### src/rtl/conv_psum_accum_pkg.sv
// Shared constants and types for the conv partial-sum accumulation stage.
package conv_psum_accum_pkg;

  localparam int CONV16_WIDTH = 16;
  localparam int CONV_COLS    = 14;
  localparam int CONV_ACC_W   = 40;
  localparam int CONV_SHIFT_W = 5;

  typedef logic signed [CONV_ACC_W-1:0] conv_acc_t;

  typedef enum logic {ACCUM, DRAIN} psacc_state_e;

endpackage

### src/rtl/conv_psum_accum_requant.sv
// Combinational requantizer: round-half-up arithmetic right shift, optional ReLU,
// then saturation to a signed DW-bit result.
module conv_requant
  import conv_psum_accum_pkg::*;
#(
  parameter int DW  = CONV16_WIDTH,
  parameter int AW  = CONV_ACC_W,
  parameter int SHW = CONV_SHIFT_W
) (
  input  logic signed [AW-1:0]  x,
  input  logic        [SHW-1:0] shift,
  input  logic                  relu,
  output logic signed [DW-1:0]  y
);

  localparam logic signed [AW:0] MAX_V = {{(AW-DW+2){1'b0}}, {(DW-1){1'b1}}};
  localparam logic signed [AW:0] MIN_V = {{(AW-DW+2){1'b1}}, {(DW-1){1'b0}}};

  // One guard bit so adding the rounding constant never wraps.
  logic signed [AW:0] x_ext;
  logic signed [AW:0] rounded;
  logic signed [AW:0] r;

  always_comb begin
    x_ext   = {x[AW-1], x};
    rounded = x_ext;
    if (shift != '0) begin
      rounded = x_ext + ((AW+1)'(1) << (shift - SHW'(1)));
    end
    r = rounded >>> shift;
    if (relu && r[AW]) begin
      r = '0;
    end
    if (r > MAX_V) begin
      y = MAX_V[DW-1:0];
    end else if (r < MIN_V) begin
      y = MIN_V[DW-1:0];
    end else begin
      y = r[DW-1:0];
    end
  end

endmodule

### src/rtl/conv_psum_accum.sv
// Accumulates per-column core sums across input channels, adds bias, and drains
// the requantized columns one word per handshake.
module conv_psum_accum
  import conv_psum_accum_pkg::*;
#(
  parameter int DW   = CONV16_WIDTH,
  parameter int NCOL = CONV_COLS,
  parameter int AW   = CONV_ACC_W,
  parameter int SHW  = CONV_SHIFT_W
) (
  input  logic                     clk,
  input  logic                     rst,
  input  logic                     in_valid,
  output logic                     in_ready,
  input  logic                     in_first,
  input  logic                     in_last,
  input  logic [NCOL*2*DW-1:0]     i_sum,
  input  logic signed [AW-1:0]     i_bias,
  input  logic [SHW-1:0]           i_shift,
  input  logic                     i_relu,
  output logic                     o_valid,
  input  logic                     o_ready,
  output logic signed [DW-1:0]     o_data,
  output logic [3:0]               o_idx,
  output logic                     o_last
);

  localparam logic [3:0] LAST_IDX = 4'(NCOL-1);

  psacc_state_e          state;
  logic signed [AW-1:0]  acc     [NCOL];
  logic signed [AW-1:0]  sum_ext [NCOL];
  logic [3:0]            idx;
  logic [SHW-1:0]        shift_q;
  logic                  relu_q;
  logic signed [DW-1:0]  rq_y;

  always_comb begin
    for (int k = 0; k < NCOL; k++) begin
      sum_ext[k] = AW'($signed(i_sum[k*2*DW +: 2*DW]));
    end
  end

  // in_ready/o_valid are registered alongside the state so they are glitch-free.
  always_ff @(posedge clk) begin
    if (rst) begin
      state    <= ACCUM;
      idx      <= '0;
      in_ready <= 1'b1;
      o_valid  <= 1'b0;
      shift_q  <= '0;
      relu_q   <= 1'b0;
      for (int k = 0; k < NCOL; k++) acc[k] <= '0;
    end else begin
      case (state)
        ACCUM: begin
          if (in_valid) begin
            for (int k = 0; k < NCOL; k++) begin
              acc[k] <= (in_first ? i_bias : acc[k]) + sum_ext[k];
            end
            if (in_last) begin
              shift_q  <= i_shift;
              relu_q   <= i_relu;
              state    <= DRAIN;
              in_ready <= 1'b0;
              o_valid  <= 1'b1;
            end
          end
        end
        DRAIN: begin
          if (o_ready) begin
            if (idx == LAST_IDX) begin
              idx      <= '0;
              state    <= ACCUM;
              in_ready <= 1'b1;
              o_valid  <= 1'b0;
              for (int k = 0; k < NCOL; k++) acc[k] <= '0;
            end else begin
              idx <= idx + 4'd1;
            end
          end
        end
        default: state <= ACCUM;
      endcase
    end
  end

  conv_requant #(
    .DW  (DW),
    .AW  (AW),
    .SHW (SHW)
  ) u_requant (
    .x     (acc[idx]),
    .shift (shift_q),
    .relu  (relu_q),
    .y     (rq_y)
  );

  assign o_data = o_valid ? rq_y : '0;
  assign o_idx  = idx;
  assign o_last = o_valid && (idx == LAST_IDX);

endmodule

### config.mk
export PLATFORM = sky130hd
export DESIGN_NAME = conv_psum_accum
export DESIGN_NICKNAME = d
export VERILOG_FILES = /design/src/rtl/conv_psum_accum_pkg.sv /design/src/rtl/conv_psum_accum_requant.sv /design/src/rtl/conv_psum_accum.sv
export SDC_FILE = /design/constraint.sdc
export NUM_CORES = 2
export LEC_CHECK = 0
export ABC_CLOCK_PERIOD_IN_PS = 29400
export CAP_MARGIN = 20
export CORE_MARGIN = 8
export CORE_UTILIZATION = 53
export DETAILED_ROUTE_END_ITERATION = 16
export PLACE_DENSITY = 0.76
export SKIP_LAST_GASP = 1
export SLEW_MARGIN = 20
export SYNTH_ARGS = -nofsm -noshare
export SYNTH_HDL_FRONTEND = slang
export SYNTH_SLANG_ARGS = --single-unit
### constraint.sdc
create_clock -name clk -period 29.4 [get_ports clk]
set_input_delay 2.94 -clock clk [delete_from_list [all_inputs] [get_ports clk]]
set_output_delay 2.94 -clock clk [all_outputs]
set_load 0.005 [all_outputs]
==> summary.txt <==
Setup path
  – CP max-delay cell: buf_4
  – Crit-path leading delay family: compound AO/OA/AOI/OAI gates
  – CP peak stage delay: 780 ps
  – Data required time of the worst path: 26,460 ps
  – Startpoint types: flop
  – Worst-path cell chain: buf_4, mux4_2, mux4_2, ha_1, nor2b_1, o31a_1, o21ai_1, a2111oi_4, o211ai_1, o211ai_1, nand2_1, a211oi_1, o2111ai_1, o221ai_1, nand3_1, nor4_1, a41oi_1, o31a_1, a31o_1, clkdlybuf4s50_1
  – Worst-path maximum fanout: 50
  – Buf/Inv on CP: 2
  – Critical path type: flop to output pin
  – CP arrival: 9300 ps
  – Reg2reg start: acc[7][1]$_SDFFCE_PP0P_
  – Critical Path End Type: output pin

Global route
  – Vias in the first global route: 57,000
  – Initial antenna violation count: 21
  – First-pass GRT wire length: 356 mm
  – Gr ovfl total: 0
  – GRT Resource Usage Total: 36.8%
  – Largest net degree at the start of global routing: 155

Run
  – Maxcap violations: 0

Clocking
  – Hold-fix buffers, CTS: 0
  – Worst-Skew Late Latency: 680 ps
  – CTS tree: done
  – Clock sinks: 577
  – CTS clk-pin slew, worst paths: 60 ps
  – TritonCTS buffer count: 76
  – H-tree levels: 3
  – Setup bufs post-CTS: 0
  – Root Buffer: clkbuf_16
  – Clock Path Buffers: 3
  – Post-CTS Resized: 0

Power
  – Clock share of power: 27.9%
  – Sw power: 1330 uW
  – Gate power share: 41.2%
  – P per Cell Area: 49.7 nW/um^2
  – Sw Ratio: 39.0%
  – P_leak: 0.0287 uW
  – Share of power burned in registers: 30.9%
  – Cell Int Power: 2080 uW
  – Peak supply drop: 0.0373 mV

Die
  – Core area: 112,000 um^2
  – Starting Density: 53.3%
  – Die H: 352 um
  – Site row count: 123
  – Die width: 352 um
  – IO Pins: 523
  – Die area: 124,000 um^2

Finish
  – Area Overhead vs Synth: 14.7%
  – Fillers: 9,847
  – Layout cells sized above 1: 5.79%
  – Non-Filler Cell Area, Final: 68,600 um^2
  – Nets: 9,035
  – Finished Layout Cells: 9,505

STA
  – Clk_skew: 42.0 ps
  – Final setup viols: 0
  – Min Clock Period, post-route: 12,240 ps
  – Unrepaired setup endpoints after global routing: false
  – Setup tns final: 0 ps
  – Max Slew Vio Count: 0
  – Final hold violations: 0
  – Worst-Margin Slew: 1040 ps
  – Rel. slew slack: 30.4%
  – Fmax: 0.0817 GHz
  – Tcrit/Tclk final: 41.6%

Routing
  – 1st-iter DRT viols: 7,514
  – Routed vias/inst: 6.37
  – DR vias: 60,500
  – WL final: 242 mm
  – DRC: 0
  – Drt first pass iters: 6
  – Avg WL per Cell: 25.4 um
  – Antenna viol nets, final: 0

Synth
  – Syn avg cell area: 7.87 um^2
  – Async SR Flop Fraction: 0%
  – Largest area contributor in the netlist: edfxtp_1
  – Commonest cells in the netlist: 853 x o21ai_0, 724 x inv_1, 713 x nand2_1
  – Synth Warn #: 0
  – Post-synth EDFFs: 320
  – Post-synth top area share: 16.1%
  – Ranking of synthesized cells by area: edfxtp_1 16%, ha_1 12%, dfxtp_1 8.6%
  – Yosys cell types: 104
  – Most used DFF post-synth: edfxtp_1
  – Most frequent cell after synthesis: o21ai_0
  – Synth Instances: 7,606
  – Flops & latches, synth: 577
  – Syn Nets: 8,699
  – Sequential share of the synthesized area: 24.7%
  – Post-synth design cell area: 59,800 um^2

Placed design
  – Dpl hpwl: 188 mm
  – GPL Wtd Cong: 0.992
  – Port-buffer cells: 522
  – Dpl cells: 9,364
  – Cell area after placement: 66,200 um^2

Hold path
  – Hold Startpoint: in_ready$_SDFFE_PP1P_
  – Hold WC Path Type: flop to flop

Run status
  – Outcome: finished clean
[worst reg2reg max path, cell delays in order, from the launching register on]
cell and delay (ps):
edfxtp_1 510, a21oi_1 280, inv_1 80, ha_1 270, a21o_1 190, a21o_1 190, a2111oi_0 720, o31ai_1 160
a21oi_1 300, o21ai_1 210, o21ai_0 520, o311ai_1 280, a41o_1 340, a41o_1 300, a21oi_1 410, o31ai_1 120
a21o_1 240, or3b_2 200, or3b_1 340
[power by group through the flow]
stage / registers, uW / logic [uW] / clock network, uW
6_report: 1050 / 1410 / 953
5_1_grt: 1060 / 1530 / 983
4_1_cts: 1050 / 1370 / 953
3_5_place_dp: 1060 / 1360 / 0
3_3_place_gp: 1060 / 1340 / 0
2_1_floorplan: 1020 / 973 / 0
[state kept, by name, summed over array words and instances, names as in the netlist, named ones only]
name	count
state	1
o_valid	1
acc	560
relu_q	1
in_ready	1
shift_q	5
o_idx	4
[layer usage]
metal	track usage, %	up-vias	part of all wire, %	wire (um)
li1	-	28000	-	-
met1	51.8	28700	42	100000
met2	55.3	3417	42	102000
met3	8.89	424	12	29900
met4	12.1	16	3.7	8910
met5	0	-	0.044	107
[stage by stage]
step	util, %	worst slack [ps]	power, uW	hold slack, ps
3_5_place_dp	59.0	17940	2420	438
3_3_place_gp	59.0	18110	2400	438
4_1_cts	61.2	17170	3370	449
5_1_grt	61.2	16770	3570	462
6_report	61.2	17160	3410	452
2_1_floorplan	-	17250	1990	432
[cell type report]
cell class / count / area (um^2) / share of cell area, %
sequential: 577 / 14800 / 21.5
timing repair buffer: 595 / 5800 / 8.46
inverter: 729 / 2740 / 4.00
tap: 1500 / 1880 / 2.73
clock inverter: 32 / 263 / 0.383
antenna: 5 / 12.5 / 0.0182
multi-input combinational: 5963 / 41000 / 59.7
clock buffer: 104 / 2170 / 3.16
[path summary, 6_finish.rpt]
path | slack (ps) | to | cells after the start
hold / removal | 450 | in_ready$_SDFFE_PP1P_ | 2
setup reg to reg | 23510 | acc[7][39]$_SDFFCE_PP0P_ | 18
setup / recovery | 17160 | o_data[9] | 20
hold reg to reg | 450 | in_ready$_SDFFE_PP1P_ | 2
[layout by cell type, fill, tap and decap left out, types with 19 or more instances in the layout]
master and n:
o21bai_1 55, a211oi_1 94, o31ai_1 34, dfxtp_1 251, nor3_1 184, o211ai_1 39
nand3_1 131, a21oi_1 669, o311ai_0 24, nor2b_1 74, xor2_1 188, a31oi_1 67
nor2_1 694, nor3b_1 20, buf_4 71, or3_1 70, inv_1 722, clkdlybuf4s50_1 521
o21a_1 90, mux4_2 148, or2_2 31, xnor2_1 263, edfxtp_1 320, and2_1 55
mux2_2 19, nand2_1 712, nand4_1 23, a21boi_0 19, o22ai_1 32, mux2i_1 93
a31o_2 23, and3_1 75, a211o_1 29, a21o_1 181, ha_1 578, a41oi_1 20
nand2b_1 99, o21ai_0 853, clkbuf_16 79, nor4_1 23
[kinds of logic (layout without fill, tap and decap cells)]
logic type,count (synthesis),count (layout),share of synthesized area (%)
other,0,5,0
XOR/XNOR,451,451,6.60
buffers and inverters,1066,1460,6.91
flip-flops,577,577,24.7
AND/OR/NAND/NOR,2253,2253,17.3
AO/OA/AOI/OAI,2402,2402,24.4
adder cells (fa/ha/maj),593,593,12.6
multiplexers,264,264,7.61
Power figures use the tool's default switching activity.
